<file path="config.mk">
export PLATFORM = sky130hd
export DESIGN_NAME = mpx_scan_flat
export DESIGN_NICKNAME = d
export VERILOG_FILES = /design/src/rtl/mpx_scan_if.sv /design/src/rtl/mpx_scan.sv /design/src/flat_wrapper.sv
export SDC_FILE = /design/constraint.sdc
export NUM_CORES = 1
export LEC_CHECK = 0
export CORE_ASPECT_RATIO = 0.9
export CORE_UTILIZATION = 45
export CTS_BUF_LIST = sky130_fd_sc_hd__clkbuf_16
export CTS_CLUSTER_DIAMETER = 150
export DETAILED_ROUTE_END_ITERATION = 16
export PLACE_DENSITY = 0.8
export RECOVER_POWER = 100
export SYNTH_ARGS = -nofsm -noshare
export SYNTH_HDL_FRONTEND = slang
export SYNTH_SLANG_ARGS = --single-unit
</file>
<file path="constraint.sdc">
create_clock -name clk -period 2.2 [get_ports clk]
set_clock_uncertainty 0.1 [all_clocks]
set_input_delay 0.33 -clock clk [delete_from_list [all_inputs] [get_ports clk]]
set_output_delay 0.33 -clock clk [all_outputs]
set_load 0.05 [all_outputs]
</file>
<file path="src/rtl/mpx_scan_if.sv">
// mpx_scan_if: channel data, select/mode/enable controls and the registered
// outputs of the mpx_scan multiplexer, bundled for a single port.
interface mpx_scan_if #(
  parameter int unsigned W  = 16,
  parameter int unsigned CH = 4
);
  logic [CH*W-1:0] din;
  logic [CH-1:0]   sel;
  logic            mode;
  logic            en;
  logic [W-1:0]    dout;
  logic [CH-1:0]   act;
  logic            sel_err;
  logic            scan_tick;

  // Stimulus side: drives data and controls, observes the outputs.
  modport master (
    output din, sel, mode, en,
    input  dout, act, sel_err, scan_tick
  );

  // Multiplexer side.
  modport slave (
    input  din, sel, mode, en,
    output dout, act, sel_err, scan_tick
  );
endinterface

</file>
<file path="src/rtl/mpx_scan.sv">
// mpx_scan: CH-channel, W-bit registered multiplexer with a validated one-hot
// manual select and a prescaled auto-scan rotator (display-digit multiplexing,
// result cycling).
// Build option: define MPX_PRIORITY_EN to resolve a multi-hot manual select to
// its lowest set bit instead of flagging it as illegal.
module mpx_scan #(
  parameter int unsigned W        = 16,
  parameter int unsigned CH       = 4,
  parameter int unsigned SCAN_DIV = 1000
) (
  input  logic        clk,
  input  logic        rst_n,
  mpx_scan_if.slave   bus
);

  localparam int unsigned PW = (SCAN_DIV > 1) ? $clog2(SCAN_DIV) : 1;
  localparam logic [PW-1:0] PRESC_LAST = PW'(SCAN_DIV - 1);

  logic [W-1:0]  r_dout;
  logic [CH-1:0] r_act;
  logic          r_sel_err;
  logic          r_scan_tick;
  logic [PW-1:0] r_presc;
  logic          r_mode_q;

  logic          w_manual;
  logic          w_entry;
  logic          w_scan;
  logic          w_wrap;
  logic          w_sel_ok;
  logic [CH-1:0] w_sel_pick;
  logic [CH-1:0] w_act_rot;
  logic [W-1:0]  w_din_act;
  logic [W-1:0]  w_din_sel;

  // Update class for this cycle: manual, first auto cycle, or steady auto-scan.
  assign w_manual = bus.en & ~bus.mode;
  assign w_entry  = bus.en &  bus.mode & ~r_mode_q;
  assign w_scan   = bus.en &  bus.mode &  r_mode_q;
  assign w_wrap   = w_scan & (r_presc == PRESC_LAST);

  assign w_act_rot = {r_act[CH-2:0], r_act[CH-1]};

`ifdef MPX_PRIORITY_EN
  // Isolate the lowest set bit; only an all-zero select is illegal.
  assign w_sel_pick = bus.sel & (~bus.sel + CH'(1));
  assign w_sel_ok   = (bus.sel != '0);
`else
  logic w_sel_multi;

  // Exactly one-hot: nonzero and clearing the lowest set bit leaves nothing.
  assign w_sel_multi = ((bus.sel & (bus.sel - CH'(1))) != '0);
  assign w_sel_pick  = bus.sel;
  assign w_sel_ok    = (bus.sel != '0) && !w_sel_multi;
`endif

  // One-hot AND-OR mux of the channel currently driving the output.
  always_comb begin
    w_din_act = '0;
    for (int unsigned k = 0; k < CH; k++) begin
      if (r_act[k]) w_din_act = w_din_act | bus.din[k*W +: W];
    end
  end

  // One-hot AND-OR mux of the channel named by the resolved manual select.
  always_comb begin
    w_din_sel = '0;
    for (int unsigned k = 0; k < CH; k++) begin
      if (w_sel_pick[k]) w_din_sel = w_din_sel | bus.din[k*W +: W];
    end
  end

  // Mode history; the 0->1 edge of mode_q marks the auto-scan entry cycle.
  always_ff @(posedge clk or negedge rst_n) begin
    if (!rst_n)      r_mode_q <= 1'b0;
    else if (bus.en) r_mode_q <= bus.mode;
  end

  // Prescaler counts only during steady auto-scan; cleared otherwise while enabled.
  always_ff @(posedge clk or negedge rst_n) begin
    if (!rst_n)                  r_presc <= '0;
    else if (w_manual | w_entry) r_presc <= '0;
    else if (w_wrap)             r_presc <= '0;
    else if (w_scan)             r_presc <= r_presc + PW'(1);
  end

  // Advance pulse, one cycle wide, forced low whenever the block is disabled.
  always_ff @(posedge clk or negedge rst_n) begin
    if (!rst_n)       r_scan_tick <= 1'b0;
    else if (!bus.en) r_scan_tick <= 1'b0;
    else              r_scan_tick <= w_wrap;
  end

  // Active channel and output data: manual load, entry to channel 0, or rotation.
  // During scan, dout samples the pre-rotation act, so it trails act by one cycle.
  always_ff @(posedge clk or negedge rst_n) begin
    if (!rst_n) begin
      r_act  <= CH'(1);
      r_dout <= '0;
    end else if (w_manual) begin
      if (w_sel_ok) begin
        r_act  <= w_sel_pick;
        r_dout <= w_din_sel;
      end
    end else if (w_entry) begin
      r_act  <= CH'(1);
      r_dout <= bus.din[W-1:0];
    end else if (w_scan) begin
      r_dout <= w_din_act;
      if (w_wrap) r_act <= w_act_rot;
    end
  end

  // Illegal-select flag, re-evaluated on every enabled cycle, never sticky.
  always_ff @(posedge clk or negedge rst_n) begin
    if (!rst_n)      r_sel_err <= 1'b0;
    else if (bus.en) r_sel_err <= w_manual & ~w_sel_ok;
  end

  assign bus.dout      = r_dout;
  assign bus.act       = r_act;
  assign bus.sel_err   = r_sel_err;
  assign bus.scan_tick = r_scan_tick;

endmodule

</file>
<file path="src/flat_wrapper.sv">
// flat-port wrapper written by rule: the top's interface ports become plain ports
module mpx_scan_flat 
#(
  parameter int unsigned W        = 16,
  parameter int unsigned CH       = 4,
  parameter int unsigned SCAN_DIV = 1000
)
  (clk, rst_n, bus_din, bus_sel, bus_mode, bus_en, bus_dout, bus_act, bus_sel_err, bus_scan_tick);
  mpx_scan_if #(.W(W), .CH(CH)) bus_i ();
  input  logic clk;
  input  logic rst_n;
  input wire logic [$bits(bus_i.din)-1:0] bus_din;
  input wire logic [$bits(bus_i.sel)-1:0] bus_sel;
  input wire logic [$bits(bus_i.mode)-1:0] bus_mode;
  input wire logic [$bits(bus_i.en)-1:0] bus_en;
  output wire logic [$bits(bus_i.dout)-1:0] bus_dout;
  output wire logic [$bits(bus_i.act)-1:0] bus_act;
  output wire logic [$bits(bus_i.sel_err)-1:0] bus_sel_err;
  output wire logic [$bits(bus_i.scan_tick)-1:0] bus_scan_tick;
  assign bus_i.din = bus_din;
  assign bus_i.sel = bus_sel;
  assign bus_i.mode = bus_mode;
  assign bus_i.en = bus_en;
  assign bus_dout = bus_i.dout;
  assign bus_act = bus_i.act;
  assign bus_sel_err = bus_i.sel_err;
  assign bus_scan_tick = bus_i.scan_tick;
  mpx_scan #(.W(W), .CH(CH), .SCAN_DIV(SCAN_DIV)) u_core (.clk(clk), .rst_n(rst_n), .bus(bus_i));
endmodule
</file>
# After elaboration in Yosys (flattened, before gate mapping)
# Cells that the tools add are included.
word_totals:
  reg_bits: 33
  out_inout_bits: 22
  inputBits: 72
  elab_cells: 57
classes:
  n_reduce_logical: 9
  bitwise_logic: 17
  mux: 21
  addsub: 2
  n_eq_ne: 2
op_table:
  columns: ["operator", "count"]
  rows:
  - ["16-bit two-way mux", 12]
  - ["16-bit OR", 6]
  - ["10-bit two-way mux", 3]
  - ["4-bit two-way mux", 5]
  - ["10-bit by 1-bit adder with 10-bit output, second input constant", 1]
  - ["10-bit == test, second input constant", 1]
  - ["3-bit nonzero test", 3]
  - ["4-bit nonzero test", 2]
  - ["1-bit AND", 6]
  - ["4-bit AND", 1]
  - ["4-bit by 1-bit subtractor with 4-bit output, second input constant", 1]
  - ["1-bit NOT", 3]
  - ["3-bit AND reduction", 1]
  - ["2-bit inequality test, second input constant", 1]
  - ["2-bit AND reduction", 1]
  - ["1-bit logical AND", 1]
  - ["1-bit logical NOT", 1]
  - ["1-bit two-way mux", 1]
  - ["1-bit OR", 1]

# Depth between registers and ports, before layout
# Gate-level depths: netlist of run 1.
logic_depth:
  depth_word: 10
  mapped_depth: 6
  mapped_depth_nobuf: 5

# Least setup slack after synthesis of run 1
# Ideal clock, no wire load.
synth_timing:
  kind: "reg2reg"
  startpoint: "register u_core.r_act[1] (netlist: u_core.bus.act[1])"
  endpoint: "register u_core.r_dout[10] (netlist: u_core.bus.dout[10])"
  arrival_ns: 1.701
  n_path_buf: 2
  slack_ns: 0.274
  stages_incl_launch_ff: 7
  t_required_ns: 1.975
  setup_time_ns: 0.125
  period_less_slack_ns: 1.926
  path_cell_list: "dfrtp_1 > buf_2 > buf_2 > a222oi_1 > o21a_1 > a22oi_1 > mux2_4"
synth_between:
  elab_chain_len: 8
synth_lines:
  columns: ["element", "line", "source"]
  rows:
  - ["start, declared", "mpx_scan.sv:20", "logic [CH-1:0] r_act;"]
  - ["start signal, assigned", "mpx_scan.sv:102", "r_act <= w_sel_pick;"]
  - ["start signal, assigned", "mpx_scan.sv:110", "if (w_wrap) r_act <= w_act_rot;"]
  - ["16-bit two-way mux *", "mpx_scan.sv:61", "if (r_act[k]) w_din_act = w_din_act | bus.din[k*W +: W];"]
  - ["16-bit OR", "mpx_scan.sv:61", null]
  - ["16-bit two-way mux *", "mpx_scan.sv:61", null]
  - ["16-bit OR", "mpx_scan.sv:61", null]
  - ["16-bit two-way mux *", "mpx_scan.sv:61", null]
  - ["16-bit two-way mux *", "mpx_scan.sv:108", "end else if (w_scan) begin"]
  - ["16-bit two-way mux *", "mpx_scan.sv:105", "end else if (w_entry) begin"]
  - ["16-bit two-way mux *", "mpx_scan.sv:100", "end else if (w_manual) begin"]
  - ["end signal, assigned", "mpx_scan.sv:103", "r_dout <= w_din_sel;"]
  - ["end signal, assigned", "mpx_scan.sv:107", "r_dout <= bus.din[W-1:0];"]
  - ["end signal, assigned", "mpx_scan.sv:109", "r_dout <= w_din_act;"]
  - ["end, declared", "mpx_scan.sv:19", "logic [W-1:0] r_dout;"]
# Mark *: on every way between the ends. The rest lies on a longest branch, timed or not. The select of a mux whose other input is x is not followed.
# A chain may end at the register's enable or synchronous reset.

# Final worst setup path of run 1
layout_timing:
  startpoint: "input bus_en"
  endpoint: "register u_core.r_dout[13] (netlist: u_core.bus.dout[13])"
layout_between:
  elab_chain_len: 4
  elab_cells_between_ends: 9
  classes_between: "1 x eq/ne; 2 x mux; 4 x bitwise; 2 x reduce/logical"
layout_lines:
  columns: ["element", "line", "source"]
  rows:
  - ["start, declared", "flat_wrapper.sv:15", "input wire logic [$bits(bus_i.en)-1:0] bus_en;"]
  - ["1-bit AND", "mpx_scan.sv:38, mpx_scan.sv:39", null]
  - ["1-bit AND (on tied branches)", "mpx_scan.sv:39, mpx_scan.sv:38", null]
  - ["3-bit nonzero test (no source line) / 16-bit two-way mux (equally long branches)", null, null]
  - ["2-bit AND reduction (no source line) / 16-bit two-way mux (equally long branches)", null, null]
# Several ways; a longest one is shown, not always the timed one.

==> results of run 1 <==
-- flip-flops by register name, indices dropped and copies added (netlist names) --
signal and count:
u_core.r_mode_q 1, u_core.r_presc 10, u_core.bus.dout 16, u_core.bus.sel_err 1, u_core.bus.act 4, u_core.bus.scan_tick 1
-- how the worst max path moves through the flow --
stage / startpoint / to / slack (ns)
4_1_cts: bus_sel[0] / u_core.bus.dout[15] / 0.23
2_1_floorplan: u_core.bus.act[1] / u_core.bus.dout[10] / 0.27
3_5_place_dp: bus_sel[0] / u_core.bus.dout[13] / -0.06
6_report: bus_en / u_core.bus.dout[13] / 0.16
3_3_place_gp: bus_sel[0] / u_core.bus.dout[0] / -0.003
5_1_grt: bus_en / u_core.bus.dout[7] / 0.08
-- layout by cell type (no fill, tap or decap), types with 2 or more instances in the layout --
cell type,n
nand4_1,2
clkbuf_2,6
a221oi_1,16
xor2_1,5
a22oi_1,16
dlygate4sd3_1,20
nor3_1,2
a222oi_1,16
clkdlybuf4s50_1,69
or3_1,2
and4_1,2
a22o_1,16
buf_12,2
buf_4,14
o21ai_1,2
clkbuf_16,5
inv_1,4
dfrtp_1,32
nand2_1,10
mux2_4,5
a21oi_1,4
mux2_1,4
mux2i_1,2
xnor2_1,4
mux2_2,11
o21ai_0,22
nor2_1,9
o21a_1,16
-- synthesized netlist by cell type, drive strengths merged --
cell | n | area, sq um
dfrtp | 32 | 800.8
o21ai | 24 | 120.1
buf | 20 | 113.9
mux2 | 20 | 259.0
a221oi | 16 | 140.1
a222oi | 16 | 160.2
a22o | 16 | 140.1
a22oi | 16 | 120.1
o21a | 16 | 120.1
nand2 | 11 | 48.80
nor2 | 9 | 33.78
clkbuf | 6 | 22.52
xor2 | 5 | 43.79
a21oi | 4 | 20.02
xnor2 | 4 | 35.03
inv | 3 | 11.26
nand4 | 3 | 25.02
a21boi | 2 | 18.77
and4 | 2 | 17.52
mux2i | 2 | 20.02
nor3 | 2 | 10.01
nor3b | 2 | 26.28
nor4b | 2 | 23.77
or3 | 2 | 12.51
a2bb2oi | 1 | 26.28
a31o | 1 | 8.760
and3 | 1 | 6.260
and3b | 1 | 8.760
dfstp | 1 | 26.28
ha | 1 | 12.51
nand2b | 1 | 6.260
nand3 | 1 | 5.000
nand4bb | 1 | 11.26
nor2b | 1 | 6.260
nor4 | 1 | 6.260
nor4bb | 1 | 10.01
o31ai | 1 | 7.510
-- layout make-up --
type / count / area, sq um
clock buffers: 5 / 125.1
clock inverters: 3 / 37.54
fillers: 421 / 1635
inverters: 3 / 11.26
multi-input cells: 186 / 1489
flip-flops and latches: 33 / 827.0
well taps: 67 / 83.83
repair buffers: 113 / 1077
-- metal layers --
metal	vias to the layer above	GRT usage	routed length [um]
met2	132	0.4748	3772
met4	0	0.1151	119
li1	1194	-	-
met5	-	0	0
met3	12	0.05409	686
met1	1259	0.3423	3166
-- metrics by stage --
step | cell area (sq um) | util | TNS (ns) | hold slack (ns)
2_1_floorplan | 2485 | - | 0 | -0.06559
3_3_place_gp | 3528 | 0.6675 | -0.01266 | 0.3895
3_5_place_dp | 3528 | 0.6675 | -0.5236 | 0.3959
4_1_cts | 3691 | 0.6982 | 0 | 0.3814
5_1_grt | 3651 | 0.6907 | 0 | 0.4170
6_report | 3651 | 0.6907 | 0 | 0.3841
-- cells by family (layout without fill, tap and decap cells) --
logic type      Yosys count  in the layout  share of synthesized area
flops                    33             33                     0.3328
buf+inv                  29            124                    0.05942
simple gates             41             41                     0.1037
compound gates          113            113                     0.3550
mux                      22             22                     0.1123
fa+ha+maj                 1              1                   0.005034
xor+xnor                  9              9                    0.03172
-- power breakdown --
group	leakage (nW)	internal, mW	total [mW]	switching (mW)
registers	0.405	0.808	1.14	0.327
clock network	0.0826	0.525	0.768	0.243
logic	0.945	0.846	1.96	1.11
==> results.md, run 1 <==
- Outcome: finished, final reports clean
- Crit path required time: approximately 2.3 ns
- Placed cell count: about 400
- Syn Std Cell Area: 2485 sq um
- Post-route DRC: 0
- Startpoint Class: primary input
- Worst Tran Pin Value: 0.8387 ns
- Total number of yosys warnings: 0
- Max-slew violation count: 0
- Power per cell area: approximately 1100 nW/um^2
- Rows: 25
- Nets: 415
- RR Endpoint: u_core.bus.act[3]
- Synth Register Bits: 33
- CORE AREA: 5286 sq um
- Final period util: 0.9250
- Pre-CTS setup slack: -0.06116 ns
- Reg2Reg Depth: 4
- Via density: ~6.3
- CP max stage delay: 0.60 ns
- Slowest CP cell: dlygate4sd3_1
- CTS Sinks: 33
- R2R setup slack: 0.26 ns
- Grt ovf: 0
- Routed Antenna Nets: 0
- Area grow syn2layout: 46.93%
- Non-Filler Instances: 410
- Hold Path End: u_core.bus.dout[7]
- Initial antenna violation count: 0
- Leak: 1.432 nW
- Post-CTS setup buffers: 0
- Final setup viols: 0
- Maximum root-to-sink buffer count: 2
- Crit path depth: 6
- Post-synthesis cell count: ~250
- Post-DP HPWL: 5439 um
- Share of cells above drive strength 1: 0.1516
- Via count of the routed design: around 2.6k
- Worst min-delay path startpoint: u_core.bus.dout[7]
- CTS Buf Count: 5
- CTS tree: yes
- Max Cap Viol: 0
- Unrepaired setup endpoints after global routing: false
- Skew-Pair Late Insertion Delay: 0.27 ns
- DIE HEIGHT: 72.50 um
- Worst Path Arrival: 2.09 ns
- Mapped Avg Cell Area: 10.02 sq um
- Placer congestion estimate: 0.8319
- Root Driver: clkbuf_16
- Post-Syn Nets: 321
- DR WL/cell: 18.89 um
- IO Count: 94
- Number of global-route vias before repair: between 2k and 3k
- Rel. slew slack: 0.4409
- Diodes inserted: 0
- Max VDD drop: just over 900 uV
- Maximum clock rate: slightly below 500 MHz
- 1st-iter DRT viols: 374
- WHS Path Cells: 1
- CP cell instances: dlygate4sd3_1, buf_4, nor3b_2, a2bb2oi_4, nand2_4, mux2_2
- 1st-pass router iterations: 5
- Worst Path Max Fanout: 17
- Fin crit period: 2.035 ns
- Largest net degree at the start of global routing: 37
- Starting Density: 0.4701
- Gr usage total: 0.2774
- Worst-path clk slew: 0.05 ns
- H-tree Lvls: 2
- HP Class: flip-flop to flip-flop
- Post_cts resized: 0
- CP endpoint kind: flip-flop
- Buf+Inv Stages, Crit Path: 2
- Die X: about 80 um
- Die ar.: 5824 sq um
- Total Power: 3.865 mW
- Critical path class: primary input to flip-flop
- Port bufs: 93
- Post-synthesis sequential area ratio: 0.3328
- Final Hold Viols: 0
- Critical path's top delay family: buffers and inverters
- Final wirelength: 7745 um
- Hold buffer count at CTS: 0
- Beginning of the worst register-to-register path: u_core.r_presc[3]
- Fin worst setup slack: 0.1649 ns
- Yosys cell types: between 40 and 50
- First-pass GRT wire length: roughly 12,000 um
Power figures use the tool's default switching activity.
==> run 2, diff against run 1 <==
Settings changed: CORE_UTILIZATION 45 to 46, CTS_BUF_LIST sky130_fd_sc_hd__clkbuf_16 to sky130_fd_sc_hd__clkbuf_4, PLACE_DENSITY 0.8 to 0.81.
==> results.md, run 2 (synthesis gave the netlist of run 1 again) <==
- DP Area: 3518 sq um (was 3528 sq um)
- Slowest CP cell: dlygate4sd3_1 (unchanged)
- Nets: 412 (was 415)
- Final wirelength: 7443 um (was 7745 um)
- Die ar.: 5700 sq um (was 5824 sq um)
- WHS Path Cells: 1 (unchanged)
- # fillers: 415 (was 421)
- Final period util: 0.9237 (was 0.9250)
- Max FFs per register: 16 (unchanged)
- Rows: 25 (unchanged)
- Non-Filler Instances: 407 (was 410)
- Unrepaired setup endpoints after global routing: false (unchanged)
- Grt ovf: 0 (unchanged)
- Layout Utilization: 0.6759 (was 0.6907)
- Worst-path clk slew: 0.10 ns (was 0.05 ns)
- Crit path required time: 1.77 ns (was 2.25 ns)
- Outcome: finished, final reports clean (unchanged)
- Leak: 1.363 nW (was 1.432 nW)
- Startpoint Class: flip-flop (was primary input)
- Crit path depth: 1 (was 6)
- Most frequent cells in the layout: clkdlybuf4s50_1 (69), dfrtp_1 (32), o21ai_0 (22) (unchanged)
- Via density: 6.307 (was 6.334)
- Skew-Pair Late Insertion Delay: 0.34 ns (was 0.27 ns)
- Starting Density: 0.4757 (was 0.4701)
- Final Hold Viols: 0 (unchanged)
- Commonest non-fill, non-tap cell in the layout: clkdlybuf4s50_1 (unchanged)
- IO Count: 94 (unchanged)
- Routed Antenna Nets: 0 (unchanged)
- CTS Sinks: 33 (unchanged)
- Total Power: 3.411 mW (was 3.865 mW)
- CTS Buf Count: 5 (unchanged)
- Reg2Reg Depth: 5 (was 4)
- Gr usage total: 0.2720 (was 0.2774)
- Min Hold Slack: 0.3880 ns (was 0.3841 ns)
- Critical path's top delay family: buffers and inverters (unchanged)
- Initial antenna violation count: 0 (unchanged)
- Critical path class: flip-flop to output pin (was primary input to flip-flop)
- Diodes inserted: 0 (unchanged)
- Max Cap Viol: 0 (unchanged)
- Maximum clock rate: 492.1 MHz (was 491.4 MHz)
- Fin worst setup slack: 0.1679 ns (was 0.1649 ns)
- Share of cells above drive strength 1: 0.1353 (was 0.1516)
- Root Driver: clkbuf_4 (was clkbuf_16)
- Worst Path Max Fanout: 2 (was 17)
- H-tree Lvls: 2 (unchanged)
- Fin crit period: 2.032 ns (was 2.035 ns)
- Post_cts resized: 0 (unchanged)
- DIE HEIGHT: 71.73 um (was 72.50 um)
- Number of global-route vias before repair: 2,522 (was 2,637)
- Power per cell area: 966.0 nW/um^2 (was 1058 nW/um^2)
- CORE AREA: 5224 sq um (was 5286 sq um)
- Die X: 79.48 um (was 80.33 um)
- Placed cell count: 399 (was 402)
- Max-slew violation count: 0 (unchanged)
- Final setup viols: 0 (unchanged)
- Final setup TNS: 0 ns (unchanged)
- CP cell instances: dlygate4sd3_1 (was dlygate4sd3_1, buf_4, nor3b_2, a2bb2oi_4, nand2_4, mux2_2)
- First-pass GRT wire length: 12,050 um (was 12,470 um)
- Post-CTS setup buffers: 0 (unchanged)
- Buf+Inv Stages, Crit Path: 1 (was 2)
- CTS tree: yes (unchanged)
- Max VDD drop: 509.8 uV (was 928.1 uV)
- Largest net degree at the start of global routing: 37 (unchanged)
- DR WL/cell: 18.29 um (was 18.89 um)
- CP max stage delay: 0.88 ns (was 0.60 ns)
- Post-DP HPWL: 5185 um (was 5439 um)
- Pre-CTS setup slack: -0.1316 ns (was -0.06116 ns)
- Rel. slew slack: 0.4663 (was 0.4409)
- Maximum root-to-sink buffer count: 2 (unchanged)
- CP endpoint kind: output pin (was flip-flop)
- 1st-pass router iterations: 5 (unchanged)
- Worst Tran Pin Value: 0.8006 ns (was 0.8387 ns)
- 1st-iter DRT viols: 274 (was 374)
- HP Class: flip-flop to flip-flop (unchanged)
- Placer congestion estimate: 0.8020 (was 0.8319)
- Via count of the routed design: 2,567 (was 2,597)
- Worst Path Arrival: 1.60 ns (was 2.09 ns)
- Area grow syn2layout: 42.09% (was 46.93%)
- Hold buffer count at CTS: 0 (unchanged)
- Port bufs: 93 (unchanged)
- Design Area, Final: 3531 sq um (was 3651 sq um)
- Post-route DRC: 0 (unchanged)
==> run 2: cell types whose count changed in the layout (fill, tap and decap cells not counted), sizes merged <==
cell and delta:
clkbuf +2, inv -1, buf -3, bufinv -1
==> run 2: cell type report <==
type / count / area [sq um] / share of cell area
Timing Repair Buffer: 110 / 1069 / 0.3026
Tap cell: 67 / 83.83 / 0.02374
Sequential cell: 33 / 827.0 / 0.2342
Clock buffer: 7 / 52.55 / 0.01488
Inverter: 3 / 11.26 / 0.003189
Clock inverter: 1 / 3.754 / 0.001063
Multi-Input combinational cell: 186 / 1484 / 0.4203
==> run 2: worst paths after layout <==
check / startpoint / to / slack [ns]
max: u_core.bus.dout[12] / bus_dout[12] / 0.17
min: u_core.bus.dout[11] / u_core.bus.dout[11] / 0.39
max reg2reg: u_core.r_presc[0] / u_core.bus.act[3] / 0.28
min reg2reg: u_core.bus.dout[11] / u_core.bus.dout[11] / 0.39
max in group asynchronous: rst_n / u_core.r_presc[4] / 0.98
min in group asynchronous: rst_n / u_core.bus.dout[7] / 0.51
==> run 2: routing by layer <==
metal  vias up  global-route usage  wire [um]
met4         0              0.1010        128
met2       133              0.4606       3701
met1      1230              0.3431       3014
met5         -                   0          0
met3        17             0.05350        598
li1       1187                   -          -
==> run 2: report_power, final <==
part / internal (mW) / switching (mW)
sequential: 0.805 / 0.316
clock: 0.147 / 0.203
combinational: 0.824 / 1.11
total: 1.78 / 1.63
==> run 3, diff against run 2 <==
Settings changed: CTS_CLUSTER_DIAMETER 150 to 40, HOLD_SLACK_MARGIN from default to 0.15.
==> results of run 3 <==
No change in the layout: final DEF, timing and power equal those of run 2.
